[config.mk]
export PLATFORM = sky130hd
export DESIGN_NAME = vedic_mult_iter
export DESIGN_NICKNAME = d
export VERILOG_FILES = /design/src/rtl/vedic_pkg.sv /design/src/rtl/vedic_pp16.sv /design/src/rtl/vedic_mult_iter.sv
export SDC_FILE = /design/constraint.sdc
export NUM_CORES = 1
export LEC_CHECK = 0
export CAP_MARGIN = 20
export CORE_MARGIN = 4
export CORE_UTILIZATION = 50
export CTS_CLUSTER_SIZE = 8
export DETAILED_ROUTE_END_ITERATION = 7
export PLACE_DENSITY = 0.69
export SYNTH_ARGS = -nofsm -noshare
export SYNTH_HDL_FRONTEND = slang
export SYNTH_SLANG_ARGS = --single-unit
export TNS_END_PERCENT = 1
[constraint.sdc]
create_clock -name clk -period 33.7 [get_ports clk]
set_input_delay 3.37 -clock clk [delete_from_list [all_inputs] [get_ports clk]]
set_output_delay 3.37 -clock clk [all_outputs]
set_load 0.01 [all_outputs]
[src/rtl/vedic_pkg.sv]
// Shared constants, state encoding and parameter legality check for the
// iterative Vedic multiplier.
package vedic_pkg;

   localparam int DIGIT_W   = 16;
   localparam int DIGIT_LOG = $clog2(DIGIT_W);

   typedef enum logic [1:0] {
      IDLE,
      CALC,
      FIX,
      DONE
   } state_e;

   function automatic bit width_ok(input int w);
      return (w >= 16) && (w <= 128) && ((w % DIGIT_W) == 0);
   endfunction

endpackage

[src/rtl/vedic_pp16.sv]
// Combinational 16x16 -> 32 Vedic (Urdhva-Tiryagbhyam) multiplier, composed
// 2x2 -> 4x4 -> 8x8 -> 16x16 from vertical and crosswise partial products.
module vedic_pp16 (
   input  logic [15:0] a_i,
   input  logic [15:0] b_i,
   output logic [31:0] p_o
);

   function automatic logic [3:0] mul2(input logic [1:0] x, input logic [1:0] y);
      logic c;
      c = x[1] & y[0] & x[0] & y[1];
      return {x[1] & y[1] & c, (x[1] & y[1]) ^ c, (x[1] & y[0]) ^ (x[0] & y[1]), x[0] & y[0]};
   endfunction

   function automatic logic [7:0] mul4(input logic [3:0] x, input logic [3:0] y);
      logic [3:0] hh, hl, lh, ll;
      hh = mul2(x[3:2], y[3:2]);
      hl = mul2(x[3:2], y[1:0]);
      lh = mul2(x[1:0], y[3:2]);
      ll = mul2(x[1:0], y[1:0]);
      return {hh, 4'b0} + {2'b0, hl, 2'b0} + {2'b0, lh, 2'b0} + {4'b0, ll};
   endfunction

   function automatic logic [15:0] mul8(input logic [7:0] x, input logic [7:0] y);
      logic [7:0] hh, hl, lh, ll;
      hh = mul4(x[7:4], y[7:4]);
      hl = mul4(x[7:4], y[3:0]);
      lh = mul4(x[3:0], y[7:4]);
      ll = mul4(x[3:0], y[3:0]);
      return {hh, 8'b0} + {4'b0, hl, 4'b0} + {4'b0, lh, 4'b0} + {8'b0, ll};
   endfunction

   logic [15:0] hh, hl, lh, ll;

   always_comb begin
      hh  = mul8(a_i[15:8], b_i[15:8]);
      hl  = mul8(a_i[15:8], b_i[7:0]);
      lh  = mul8(a_i[7:0],  b_i[15:8]);
      ll  = mul8(a_i[7:0],  b_i[7:0]);
      p_o = {hh, 16'b0} + {8'b0, hl, 8'b0} + {8'b0, lh, 8'b0} + {16'b0, ll};
   end

endmodule

[src/rtl/vedic_mult_iter.sv]
// Iterative sign-magnitude multiplier: one 16x16 Vedic partial product per
// cycle accumulated into a 2*WIDTH register, sign applied once at the end.
module vedic_mult_iter
   import vedic_pkg::*;
#(
   parameter int WIDTH     = 32,
   parameter int SIGNED_EN = 1
) (
   input  logic               clk,
   input  logic               rst,
   input  logic               in_valid,
   output logic               in_ready,
   input  logic [WIDTH-1:0]   a,
   input  logic [WIDTH-1:0]   b,
   input  logic               is_signed,
   output logic               out_valid,
   input  logic               out_ready,
   output logic [2*WIDTH-1:0] p,
   output logic               busy
);

   if (!width_ok(WIDTH)) begin : g_bad_width
      $error("vedic_mult_iter: WIDTH=%0d must be a multiple of 16 in 16..128", WIDTH);
   end

   localparam int K     = WIDTH / DIGIT_W;
   localparam int IDX_W = (K > 1) ? $clog2(K) : 1;
   localparam int PW    = 2 * WIDTH;
   localparam int SH_W  = $clog2(PW);
   localparam int SUM_W = SH_W - DIGIT_LOG;
   localparam logic [IDX_W-1:0] LAST = IDX_W'(K - 1);

   state_e             state_q, state_d;
   logic [WIDTH-1:0]   a_mag_q, a_mag_d, b_mag_q, b_mag_d;
   logic               neg_q, neg_d;
   logic [PW-1:0]      acc_q, acc_d, p_q, p_d;
   logic [IDX_W-1:0]   i_q, i_d, j_q, j_d;

   logic               sgn_mode, a_neg, b_neg;
   logic [WIDTH-1:0]   a_mag, b_mag;
   logic [DIGIT_W-1:0] pp_a, pp_b;
   logic [2*DIGIT_W-1:0] pp;
   logic [SH_W-1:0]    shamt;
   logic [PW-1:0]      pp_shift;

   // Magnitude of the most negative value wraps onto itself, which is the
   // correct unsigned magnitude 2^(WIDTH-1).
   assign sgn_mode = (SIGNED_EN != 0) && is_signed;
   assign a_neg    = sgn_mode & a[WIDTH-1];
   assign b_neg    = sgn_mode & b[WIDTH-1];
   assign a_mag    = a_neg ? -a : a;
   assign b_mag    = b_neg ? -b : b;

   assign pp_a     = a_mag_q[int'(i_q) * DIGIT_W +: DIGIT_W];
   assign pp_b     = b_mag_q[int'(j_q) * DIGIT_W +: DIGIT_W];
   assign shamt    = {SUM_W'(i_q) + SUM_W'(j_q), {DIGIT_LOG{1'b0}}};
   assign pp_shift = PW'(pp) << shamt;

   vedic_pp16 u_pp16 (
      .a_i (pp_a),
      .b_i (pp_b),
      .p_o (pp)
   );

   always_comb begin
      // NOTE: every *_d gets its hold value first so no path through the
      // case can leave a signal unassigned and infer a latch.
      state_d = state_q;
      a_mag_d = a_mag_q;
      b_mag_d = b_mag_q;
      neg_d   = neg_q;
      acc_d   = acc_q;
      i_d     = i_q;
      j_d     = j_q;
      p_d     = p_q;
      unique case (state_q)
         IDLE: begin
            if (in_valid) begin
               a_mag_d = a_mag;
               b_mag_d = b_mag;
               neg_d   = a_neg ^ b_neg;
               acc_d   = '0;
               i_d     = '0;
               j_d     = '0;
               state_d = CALC;
            end
         end
         CALC: begin
            acc_d = acc_q + pp_shift;
            if (j_q == LAST) begin
               j_d = '0;
               if (i_q == LAST) state_d = FIX;
               else             i_d     = i_q + IDX_W'(1);
            end else begin
               j_d = j_q + IDX_W'(1);
            end
         end
         FIX: begin
            p_d     = neg_q ? -acc_q : acc_q;
            state_d = DONE;
         end
         DONE: begin
            if (out_ready) state_d = IDLE;
         end
         default: state_d = IDLE;
      endcase
   end

   // NOTE: non-blocking assignments keep every register sampling the
   // pre-edge value of its neighbours, independent of statement order.
   always_ff @(posedge clk or posedge rst) begin
      if (rst) state_q <= IDLE;
      else     state_q <= state_d;
   end

   always_ff @(posedge clk or posedge rst) begin
      if (rst) begin
         a_mag_q <= '0;
         b_mag_q <= '0;
         neg_q   <= 1'b0;
         acc_q   <= '0;
         i_q     <= '0;
         j_q     <= '0;
         p_q     <= '0;
      end else begin
         a_mag_q <= a_mag_d;
         b_mag_q <= b_mag_d;
         neg_q   <= neg_d;
         acc_q   <= acc_d;
         i_q     <= i_d;
         j_q     <= j_d;
         p_q     <= p_d;
      end
   end

   assign in_ready  = (state_q == IDLE);
   assign busy      = (state_q != IDLE);
   assign out_valid = (state_q == DONE);
   assign p         = p_q;

endmodule

==> metrics.cfg <==
[status]
outcome=complete, no violations

[timing]
finClkSkew_ns=0.02816
hold_viol=0
max_freq_ghz=0.08089
fin_crit_ns=12.36
relSlewSlack_pct=27.05
fin_crit_sh_pct=36.68
setup_tns_ns=0
slew_viol_final=0
worst_pin_slew_ns=1.067
setup_viol=0
rsz0062_at_grt=no

[critical_path]
critical_path_arrival_ns=12.73
cp_common_cell=ha_1
required_ns=34.07
r2r_start=j_q$_DFFE_PP0P_
rrSetupSlack_ns=21.34
slowest_stage=a2111oi_0
path_max_fanout=29
critPathCaptureType=register
critPathKind=reg2reg
startpoint_type=register
crit_path_max_incr_delay_ns=0.94
r2r_end=acc_q[61]$_DFFE_PP0P_
rr_worst_depth=44

[worst_hold_path]
hold_path_depth=2
hold_path.class=reg2reg
whs_endpoint=b_mag_q[23]$_DFFE_PP0P_
min_from=b_mag_q[23]$_DFFE_PP0P_

[synthesis]
synth_area_mm2=0.02461
synth_ff_type=dfrtp_1
yosysWarnings=0
yosysTopAreaCellShare_pct=20.03
yosys-top-cells-count=nor2_1 (441), inv_1 (320), nand2_1 (287), ha_1 (247), a21oi_1 (227)
syn_nets=3562
yosysTopAreaCell=dfrtp_1
synth_most_common_cell=nor2_1
async_flop_share_pct=100.0
ys_ff_latch=197
avgSynthCellArea_um2=7.908
syn_inst=3112
synth_area_leaders=dfrtp_1 (20%), ha_1 (13%), fa_1 (11%)
synth_edf_count=0
synth.distinct_cells=70
ys_seq_area_share_pct=20.03

[grt]
grt_pass1_wl_um=116800
antenna_found_initial=0
first_global_vias=21810
grt_usage_pct=27.46
grt-ovfl-total=0
grt_max_degree=125

[drt]
drtIter0Drc=1541
post-route-drc-count=0
ant_nets=0
drt-pass1-iter-count=6
vias=21750
drt_wl_total_um=72400
wl_per_cell_um=18.82
viasPerCell=5.652

[clock_tree]
clk-insertion-delay-late_ns=0.51
clk_path_buf_depth=2
cts-resized-gates=0
clk_pin_slew_worst_paths_ns=0.07
numCtsBuffers=17
postCtsSetupBuffers=0
htree_levels=4
cts_tree=yes
cts.sinks=197
cts_hold_buf=0
clockRootBuffer=clkbuf_16

[finish]
diodes=0
synthToLayoutAreaGrowth_pct=10.70
layout-drive-gt1-share_pct=4.053
finalNetCount=3620

[place]
gp_congestion=0.9787
io_buffers=135
hpwl_um=58120

[floorplan]
die_h_um=229.9
rows=81
pin_count=136
die_x_um=229.9
core_mm2=0.04885
dieArea_mm2=0.05284
start_util_pct=50.38

[run]
maxCapViolCount=0

## metrics by stage
stage	instance area [um2]	hold WS, ns	setup WS (ns)	instances	util [%]
after floorplan	24610	0.4457	22.56	3112	-
after global placement	26620	0.4611	21.91	3813	54.49
after detailed placement	26620	0.4689	21.49	3813	54.49
after CTS	27190	0.4871	21.44	3845	55.66
after global routing	27240	0.5074	20.29	3847	55.77
final	27240	0.4841	21.34	3847	55.77
## final cells by class
class	instances	area, um2
fillers	4663	21600
multi-input cells	2459	18010
flip-flops and latches	197	4931
repair buffers	175	1692
inverters	320	1209
well taps	664	830.8
clock buffers	20	456.7
clock inverters	12	113.9
## worst max-delay path: cells and delay by family, from the launching register on
family                     cells  cell delay [ns]
adders and majority gates      8             3.21
and+or+nand+nor                9             1.57
muxes                          2             0.82
buffers and inverters          4             0.56
xor gates and xnor gates       2             0.40
AOI/OAI and AO/OA             19             5.33
DFF                            1             0.33
## registers in the layout (all words and copies together) (netlist names)
name and flops:
b_mag_q 32, acc_q 64, i_q 1, neg_q 1
j_q 1, a_mag_q 32, p 64, state_q 2
## how the worst max path moves through the flow
stage	from	end	slack, ns	cells after the start
6_report	j_q$_DFFE_PP0P_	acc_q[61]$_DFFE_PP0P_	21.34	44
5_1_grt	i_q$_DFFE_PP0P_	acc_q[61]$_DFFE_PP0P_	20.29	45
4_1_cts	j_q$_DFFE_PP0P_	acc_q[61]$_DFFE_PP0P_	21.44	45
3_5_place_dp	j_q$_DFFE_PP0P_	acc_q[61]$_DFFE_PP0P_	21.49	45
3_3_place_gp	j_q$_DFFE_PP0P_	acc_q[62]$_DFFE_PP0P_	21.91	44
2_1_floorplan	j_q$_DFFE_PP0P_	acc_q[62]$_DFFE_PP0P_	22.56	46
## cell families after synthesis
logic type	share of synthesized area, %
AO/OA/AOI/OAI	17.84
XOR/XNOR	12.14
adder cells (fa/ha/maj)	23.46
buffers and inverters	6.955
flip-flops	20.03
multiplexers	2.623
AND/OR/NAND/NOR	16.96
## layer usage
metal	vias to the layer above	global-route usage, %	wire (um)
met4	0	10.30	2835
met2	637	47.67	35240
met5	-	0	0
li1	10560	-	-
met1	10400	34.59	30440
met3	153	4.249	3879
## layout by cell type, fill, tap and decap left out, types with 37 or more instances in the layout
master	n
xor2_1	168
buf_4	38
xnor2_1	173
a21o_1	82
nand2_1	286
o21ai_0	200
clkdlybuf4s50_1	135
inv_1	319
fa_1	134
nor2_1	441
ha_1	246
mux2i_1	39
dfrtp_1	196
o31ai_1	39
and2_1	37
a21oi_1	226
Power is not shown: default switching activity piles up to over one toggle a cycle in this logic, so the estimate is an artifact.
